--- config.mk ---
export PLATFORM = sky130hd
export DESIGN_NAME = tx_dmac
export DESIGN_NICKNAME = d
export VERILOG_FILES = /design/src/rtl/tx_dmac_pkg.sv /design/src/rtl/tx_dmac_occupancy.sv /design/src/rtl/tx_dmac.sv
export SDC_FILE = /design/constraint.sdc
export NUM_CORES = 1
export LEC_CHECK = 0
export ABC_CLOCK_PERIOD_IN_PS = 14600
export CAP_MARGIN = 0
export CORE_AREA = 2 2 195 197
export CTS_CLUSTER_DIAMETER = 40
export DETAILED_ROUTE_END_ITERATION = 10
export DIE_AREA = 0 0 197 199
export MAX_ROUTING_LAYER = met4
export PLACE_DENSITY = 0.72
export SYNTH_ARGS = -nofsm -noshare
export SYNTH_HDL_FRONTEND = slang
export SYNTH_HIERARCHICAL = 1
export SYNTH_SLANG_ARGS = --single-unit
--- constraint.sdc ---
create_clock -name clk -period 14.6 [get_ports clk]
set_input_delay 4.38 -clock clk [delete_from_list [all_inputs] [get_ports clk]]
set_output_delay 4.38 -clock clk [all_outputs]
set_load 0.05 [all_outputs]
--- src/rtl/tx_dmac_pkg.sv ---
// Shared types and constants for the TX DMA read engine.
package tx_dmac_pkg;

    localparam int BEAT_BYTES = 16;
    localparam int DATA_W     = 128;

    typedef enum logic [2:0] {
        ST_IDLE  = 3'd0,
        ST_CHECK = 3'd1,
        ST_ADDR  = 3'd2,
        ST_DATA  = 3'd3
    } state_t;

    // Bytes moved by one burst; at most 256*16 = 4096, so it fits in 13 bits.
    function automatic logic [31:0] burst_bytes_of(input logic [8:0] len);
        return 32'(len) * 32'(BEAT_BYTES);
    endfunction

endpackage

--- src/rtl/tx_dmac_occupancy.sv ---
// Ring fill tracker: host packet ticks add bytes, accepted read bursts remove them.
module tx_dmac_occupancy
    import tx_dmac_pkg::*;
(
    input  logic        clk,
    input  logic        rst_n,
    input  logic [31:0] buffer_size,
    input  logic [16:0] packet_size,
    input  logic        tick,
    input  logic        ar_accept,
    input  logic [31:0] burst_bytes,
    output logic [31:0] occupation,
    output logic        tick_ack
);

    logic [32:0] occ_plus_pkt;
    logic        add;

    assign occ_plus_pkt = {1'b0, occupation} + 33'(packet_size);
    // A tick that would overfill the ring is held off until reads make room.
    assign add = tick && !tick_ack && (occ_plus_pkt <= {1'b0, buffer_size});

    always_ff @(posedge clk) begin
        if (!rst_n) begin
            occupation <= 32'd0;
            tick_ack   <= 1'b0;
        end else begin
            occupation <= occupation
                        + (add ? 32'(packet_size) : 32'd0)
                        - (ar_accept ? burst_bytes : 32'd0);
            if (add) begin
                tick_ack <= 1'b1;
            end else if (!tick) begin
                tick_ack <= 1'b0;
            end
        end
    end

endmodule

--- src/rtl/tx_dmac.sv ---
// Ring-buffer DMA reader: issues AXI read bursts from DDR and streams beats out.
module tx_dmac
    import tx_dmac_pkg::*;
#(
    parameter int ADDR_W = 48
) (
    input  logic              clk,
    input  logic              rst_n,
    input  logic              read_enable,
    output logic [2:0]        read_state,
    output logic              read_error,
    input  logic [ADDR_W-1:0] buffer_base_address,
    input  logic [31:0]       buffer_size,
    input  logic [16:0]       buffer_packet_size_bytes,
    input  logic              buffer_packet_tick,
    output logic              buffer_packet_tick_ack,
    output logic [31:0]       buffer_occupation,
    input  logic [8:0]        burst_length_set,
    output logic [31:0]       burst_counter,
    input  logic              tx_fifo_space_ready,
    output logic [DATA_W-1:0] m_axis_tx_tdata,
    output logic              m_axis_tx_tvalid,
    input  logic              m_axis_tx_tready,
    output logic [ADDR_W-1:0] m_axi_araddr,
    output logic [7:0]        m_axi_arlen,
    output logic              m_axi_arvalid,
    input  logic              m_axi_arready,
    input  logic [DATA_W-1:0] m_axi_rdata,
    input  logic [1:0]        m_axi_rresp,
    input  logic              m_axi_rlast,
    input  logic              m_axi_rvalid,
    output logic              m_axi_rready
);

    // Handshakes: a transfer happens on a rising edge where valid and ready are
    // both high; once asserted, arvalid and araddr hold until that edge.

    state_t            state;
    logic [8:0]        beat_idx;
    logic [31:0]       burst_bytes;
    logic [ADDR_W-1:0] next_addr;
    logic [ADDR_W-1:0] ring_end;
    logic              ar_accept;
    logic              r_accept;
    logic              resp_err;

    assign burst_bytes = burst_bytes_of(burst_length_set);
    assign m_axi_arlen = 8'(burst_length_set - 9'd1);
    assign next_addr   = m_axi_araddr + ADDR_W'(burst_bytes);
    assign ring_end    = buffer_base_address + ADDR_W'(buffer_size);
    assign ar_accept   = m_axi_arvalid && m_axi_arready;

    // R channel is passed straight through to the stream; nothing is buffered.
    assign m_axi_rready     = (state == ST_DATA) && m_axis_tx_tready;
    assign m_axis_tx_tvalid = (state == ST_DATA) && m_axi_rvalid;
    assign m_axis_tx_tdata  = m_axi_rdata;
    assign r_accept         = m_axis_tx_tvalid && m_axi_rready;
    assign resp_err         = (m_axi_rresp == 2'b10) || (m_axi_rresp == 2'b11);
    assign read_state       = state;

    tx_dmac_occupancy u_occupancy (
        .clk         (clk),
        .rst_n       (rst_n),
        .buffer_size (buffer_size),
        .packet_size (buffer_packet_size_bytes),
        .tick        (buffer_packet_tick),
        .ar_accept   (ar_accept),
        .burst_bytes (burst_bytes),
        .occupation  (buffer_occupation),
        .tick_ack    (buffer_packet_tick_ack)
    );

    always_ff @(posedge clk) begin
        if (!rst_n) begin
            state         <= ST_IDLE;
            m_axi_araddr  <= buffer_base_address;
            m_axi_arvalid <= 1'b0;
            burst_counter <= 32'd0;
            read_error    <= 1'b0;
            beat_idx      <= 9'd0;
        end else begin
            case (state)
                ST_IDLE: begin
                    m_axi_araddr  <= buffer_base_address;
                    burst_counter <= 32'd0;
                    read_error    <= 1'b0;
                    m_axi_arvalid <= 1'b0;
                    if (read_enable) begin
                        state <= ST_CHECK;
                    end
                end
                ST_CHECK: begin
                    if (!read_enable) begin
                        state <= ST_IDLE;
                    end else if (buffer_occupation >= burst_bytes && tx_fifo_space_ready
                                 && !read_error) begin
                        m_axi_arvalid <= 1'b1;
                        state         <= ST_ADDR;
                    end
                end
                ST_ADDR: begin
                    if (ar_accept) begin
                        m_axi_arvalid <= 1'b0;
                        m_axi_araddr  <= (next_addr >= ring_end) ? buffer_base_address
                                                                 : next_addr;
                        beat_idx      <= 9'd0;
                        state         <= ST_DATA;
                    end
                end
                ST_DATA: begin
                    if (r_accept) begin
                        beat_idx <= beat_idx + 9'd1;
                        // Errors are recorded but the burst keeps draining to rlast.
                        if (resp_err || (m_axi_rlast && beat_idx != {1'b0, m_axi_arlen})) begin
                            read_error <= 1'b1;
                        end
                        if (m_axi_rlast) begin
                            burst_counter <= burst_counter + 32'd1;
                            state         <= ST_CHECK;
                        end
                    end
                end
                default: begin
                    m_axi_arvalid <= 1'b0;
                    state         <= ST_IDLE;
                end
            endcase
        end
    end

endmodule
Word level (Yosys, flattened, before mapping)
Cells that the tools add are included.

Output and inout port bits: 256. Register bits: 127. Input bits: 245.

Equality and inequality tests: 17. Reduce and logical (&&, ||, !) cells: 22. Bitwise gates (word level): 1. Add/sub/neg operators: 8. Order comparisons: 3. Muxes and demuxes: 28.

Operators by type and width (number): $mux 48 (3); $pmux 48 s2 (1); $mux 32 (2); $pmux 32 s2 (1); $add 48x13->48 (1); $add 48x32->48 (1); $ge 48x48->1 (1); $add 32x17->33 (1); $le 33x32->1 (1); $add 32x1->32 const B (1); $add 32x32->32 (1); $ge 32x13->1 (1); $sub 32x32->32 (1); $mux 3 (6); $mux 9 (2); $pmux 9 s2 (1); $mux 17 (1); $mux 13 (1); $pmux 3 s4 (1); $ne 2x2->1 const B (5); $add 9x1->9 const B (1); $logic_and 1x1->1 (9); $ne 9x8->1 (1); $reduce_and 3->1 (3); 19 further kinds (32).

Longest topological paths before layout
Word-level depth: 7. Depth in mapped cells: 34. Mapped depth without buffers: 32.

By module
The synthesis kept the hierarchy.

Modules (own cells, without submodules): tx_dmac (area an instance 9629.2 um^2, times used 1, cells an instance 1104, seq. area each 2342.2 um^2); tx_dmac_occupancy (area an instance 5362.6 um^2, times used 1, cells an instance 679, seq. area each 660.6 um^2).

Least setup slack after synthesis
No wires, ideal clock.

Path kind: in2reg. From: input port buffer_packet_size_bytes[0]. To: register u_occupancy.occupation[31]. Path slack: 4015 ps. Arrival time: 10462 ps. Library setup time: 123 ps. Buffers on the path: 2. Stages on the path: 33. Path through: ha_1 > inv_1 > fa_1 > nor2b_1 > o21a_1 > o21ai_1 > a21oi_1 > o31ai_1 > o211ai_1 > a41oi_1 > xnor2_1 > ha_1 > a21o_1 > a21oi_1 > nor2b_1 > nor4b_1 > o211ai_1 > a21oi_1 > or2_1 > clkbuf_1 > buf_2 > nand4_1 > fa_1 > inv_1 > ha_1 > nand4_1 > nor4b_2 > nor3_2 > a211o_4 > a21oi_4 > nor4_4 > o31ai_2 > mux2_1.

Word-level cells in the longest chain between the ends: 6.

RTL lines: start: declaration (line tx_dmac.sv:14) `input logic [16:0] buffer_packet_size_bytes,`; $add 32x17->33 (line tx_dmac_occupancy.sv:19) `assign occ_plus_pkt = {1'b0, occupation} + 33'(packet_size);`; $le 33x32->1 (line tx_dmac_occupancy.sv:21) `assign add = tick && !tick_ack && (occ_plus_pkt <= {1'b0, buffer_size});`; $logic_and 1x1->1 (line tx_dmac_occupancy.sv:21); $mux 17 (*) (line tx_dmac_occupancy.sv:29) `+ (add ? 32'(packet_size) : 32'd0)`; $add 32x32->32 (*) (line tx_dmac_occupancy.sv:29); $sub 32x32->32 (*) (line tx_dmac_occupancy.sv:30) `- (ar_accept ? burst_bytes : 32'd0);`; end signal: assignment (line tx_dmac_occupancy.sv:28) `occupation <= occupation`; end: declaration (line tx_dmac_occupancy.sv:12) `output logic [31:0] occupation,`.

Every way passes the cells marked *; elsewhere a longest branch is shown, timed or not. A chain may end at the register's enable or synchronous reset.

Final worst setup path
From: input port buffer_packet_size_bytes[0]. To: register u_occupancy.occupation[28].

The elaborated chain is that of the path after synthesis.

==> reports/results.ini <==
[synth]
synth_top_flop_cell=dfxtp_1
synth.top_cell.area_share_pct=16.4
synth-seq-cells=126
synthCells=1783
synth-seq-area-share_pct=20.0
avgSynthCellArea_sq_um=8.41
netlist_area_sq_um=15000
synth_warnings=6
synth-edff-count=48
synth_area_leaders=ha_1 16%, dfxtp_1 10%, edfxtp_1 9.6%
synth_cell_types=85
synthArstFlopShare_pct=0
synth.largest_area_cell=ha_1

[drt]
avgRoutedWirePerCell_microns=18.8
drtIter0Drc=882
post-route-drc-count=0
first_pass_iters=5
routed_via_density=5.56
routed_wl_microns=45200
ant_nets=0
num_vias=13322

[layout]
layout_common_cells=242 x clkdlybuf4s50_1, 196 x ha_1, 121 x inv_1
nNetsFinal=2360
fillers=3538
final_common_cell=clkdlybuf4s50_1
drive_gt1_share_pct=5.65
syn2layout_area_growth_pct=17.4

[clocking]
cts_tree=done
hold_buffers=0
cts-root-buf=clkbuf_16
htreeDepth=4
cts_made_buffers=17
clock_latency_ns=0.45
clkTransAtPathRegs_ns=0.07
cts_setup_buffers=0
cts_resized=0
clock-sinks=126
cts_max_path_buffers=2

[sta]
max-slew-margin-rel_pct=16.6
setup_viol=0
fmax_mhz=83.1
period_share_pct=82.5
fin_crit_ns=12.04
maxSlewViolCount=0
hold_violations=0
rsz0062_at_grt=false
worst_pin_slew_ns=1.25
finalSetupTns_ns=0
skew_ns=0.0159

[place]
port_buffers=242
gp_congestion=0.932
hpwl_microns=36700

[power_and_ir_drop]
power_frac_seq_pct=19.2
peakVddDrop_mv=0.158
swShare_pct=47.9
total_power_mw=2.67
leakagePower_nw=7.53
p_int_mw=1.39
power_frac_comb_pct=64.2
power_density_nw_per_um2=152
switching_power_mw=1.28
clock_power_share_pct=16.7

[grt]
grt_first_pass_wirelength_microns=69400
busiest_layer=met2
globalRouteMet3Util_pct=4.59
use_met2_pct=36.3
grt_pass1_vias=12943
overflow=0
antenna_found_initial=11
use_met1_pct=29.1
track_usage_pct=23.2
grt_max_degree=54

[die]
boundaryPins=501
rows=71
die_w_microns=197
chipHeight_microns=199
die-area_sq_um=39200
coreArea_sq_um=37100
initial_utilization_pct=40.4

[critical_path]
path_class=in -> reg
critPathMaxFanout=17
cpPeakStageDelay_ns=0.55
endpoint_kind=register
crit_arrival_ns=12.42
crit_slowest_cell=or2_1
crit_path_start_kind=input pin
required_ns=14.98

[flow_run]
drv_cap=0

[worst_hold_path]
hold_class=reg -> reg

[run_status]
status=finished, final reports clean

## kinds of logic after synthesis
family	count (synthesis)	synth area share [%]
mux	51	3.91
xor+xnor	177	10.3
flops	126	20.0
fa+ha+maj	216	19.0
compound gates	376	17.0
buf+inv	293	10.7
other cells	1	0.0250
simple gates	543	19.0
## final cells by class
class	count	area [sq um]	share of cell area, %
well taps	474	593	3.37
clock buffers	17	425	2.42
flip-flops and latches	126	3000	17.1
clock inverters	15	171	0.974
inverters	121	454	2.58
multi-input cells	1387	10500	59.5
diodes	11	27.5	0.156
repair buffers	246	2450	13.9
## synthesized netlist by cell type (47+ instances only)
master    number
nand4_1       69
dfxtp_1       78
buf_4        129
nor2_1       103
o21ai_0       59
xnor2_1      101
a21oi_1      117
xor2_1        76
inv_1        121
and2_1        47
nand2_1      121
a21o_1        62
nand3_1       60
ha_1         196
edfxtp_1      48
## metal layers
metal  vias up  wire length, microns  part of all wire (%)
met3        80                  2920                   6.5
met2       480                 21000                    46
li1       6490                     -                     -
met5         -                     0                     0
met4         0                  1570                   3.5
met1      6272                 19700                    44
## flip-flops by register name, indices dropped and copies added (netlist names)
name and count:
m_axi_araddr 48, burst_counter 32, u_occupancy/occupation 32, beat_idx 9
read_state 2, m_axi_arvalid 1, read_error 1, u_occupancy/tick_ack 1
## worst max-delay path: cells and delay by family
family	cells	cell delay [ns]
adder cells (fa/ha/maj)	5	1.90
AO/OA/AOI/OAI	13	3.16
multiplexers	1	0.21
XOR/XNOR	1	0.17
AND/OR/NAND/NOR	7	1.96
buffers and inverters	3	0.64
## path summary, 6_finish.rpt
kind	start	endpoint	slack [ns]	cells past startpoint
worst max-delay path	buffer_packet_size_bytes[0]	u_occupancy/occupation[28]	2.56	30
worst min-delay path	beat_idx[8]	beat_idx[8]	0.49	2
worst max register to register	u_occupancy/occupation[0]	u_occupancy/occupation[28]	6.52	29
worst min register to register	beat_idx[8]	beat_idx[8]	0.49	2
## metrics by stage
stage / instance area [sq um] / hold WS [ns] / worst slack, ns / cells / utilization, %
finish: 17600 / 0.491 / 2.56 / 2397 / 47.4
detailed placement: 17000 / 0.486 / 2.35 / 2354 / 45.7
global route: 17600 / 0.504 / 2.12 / 2397 / 47.4
global placement: 17000 / 0.468 / 2.50 / 2354 / 45.7
floorplan: 15100 / 0.453 / 4.02 / 1806 / -
CTS: 17600 / 0.496 / 2.77 / 2386 / 47.3
## power groups by stage
| stage | registers, mW | clock network, mW | logic, mW |
|---|---|---|---|
| finish | 0.512 | 0.445 | 1.71 |
| global route | 0.521 | 0.467 | 1.90 |
| CTS | 0.511 | 0.452 | 1.70 |
| detailed placement | 0.518 | 0 | 1.68 |
| global placement | 0.517 | 0 | 1.65 |
| floorplan | 0.651 | 0 | 1.22 |
No activity file was read; power rests on OpenSTA's default activity.
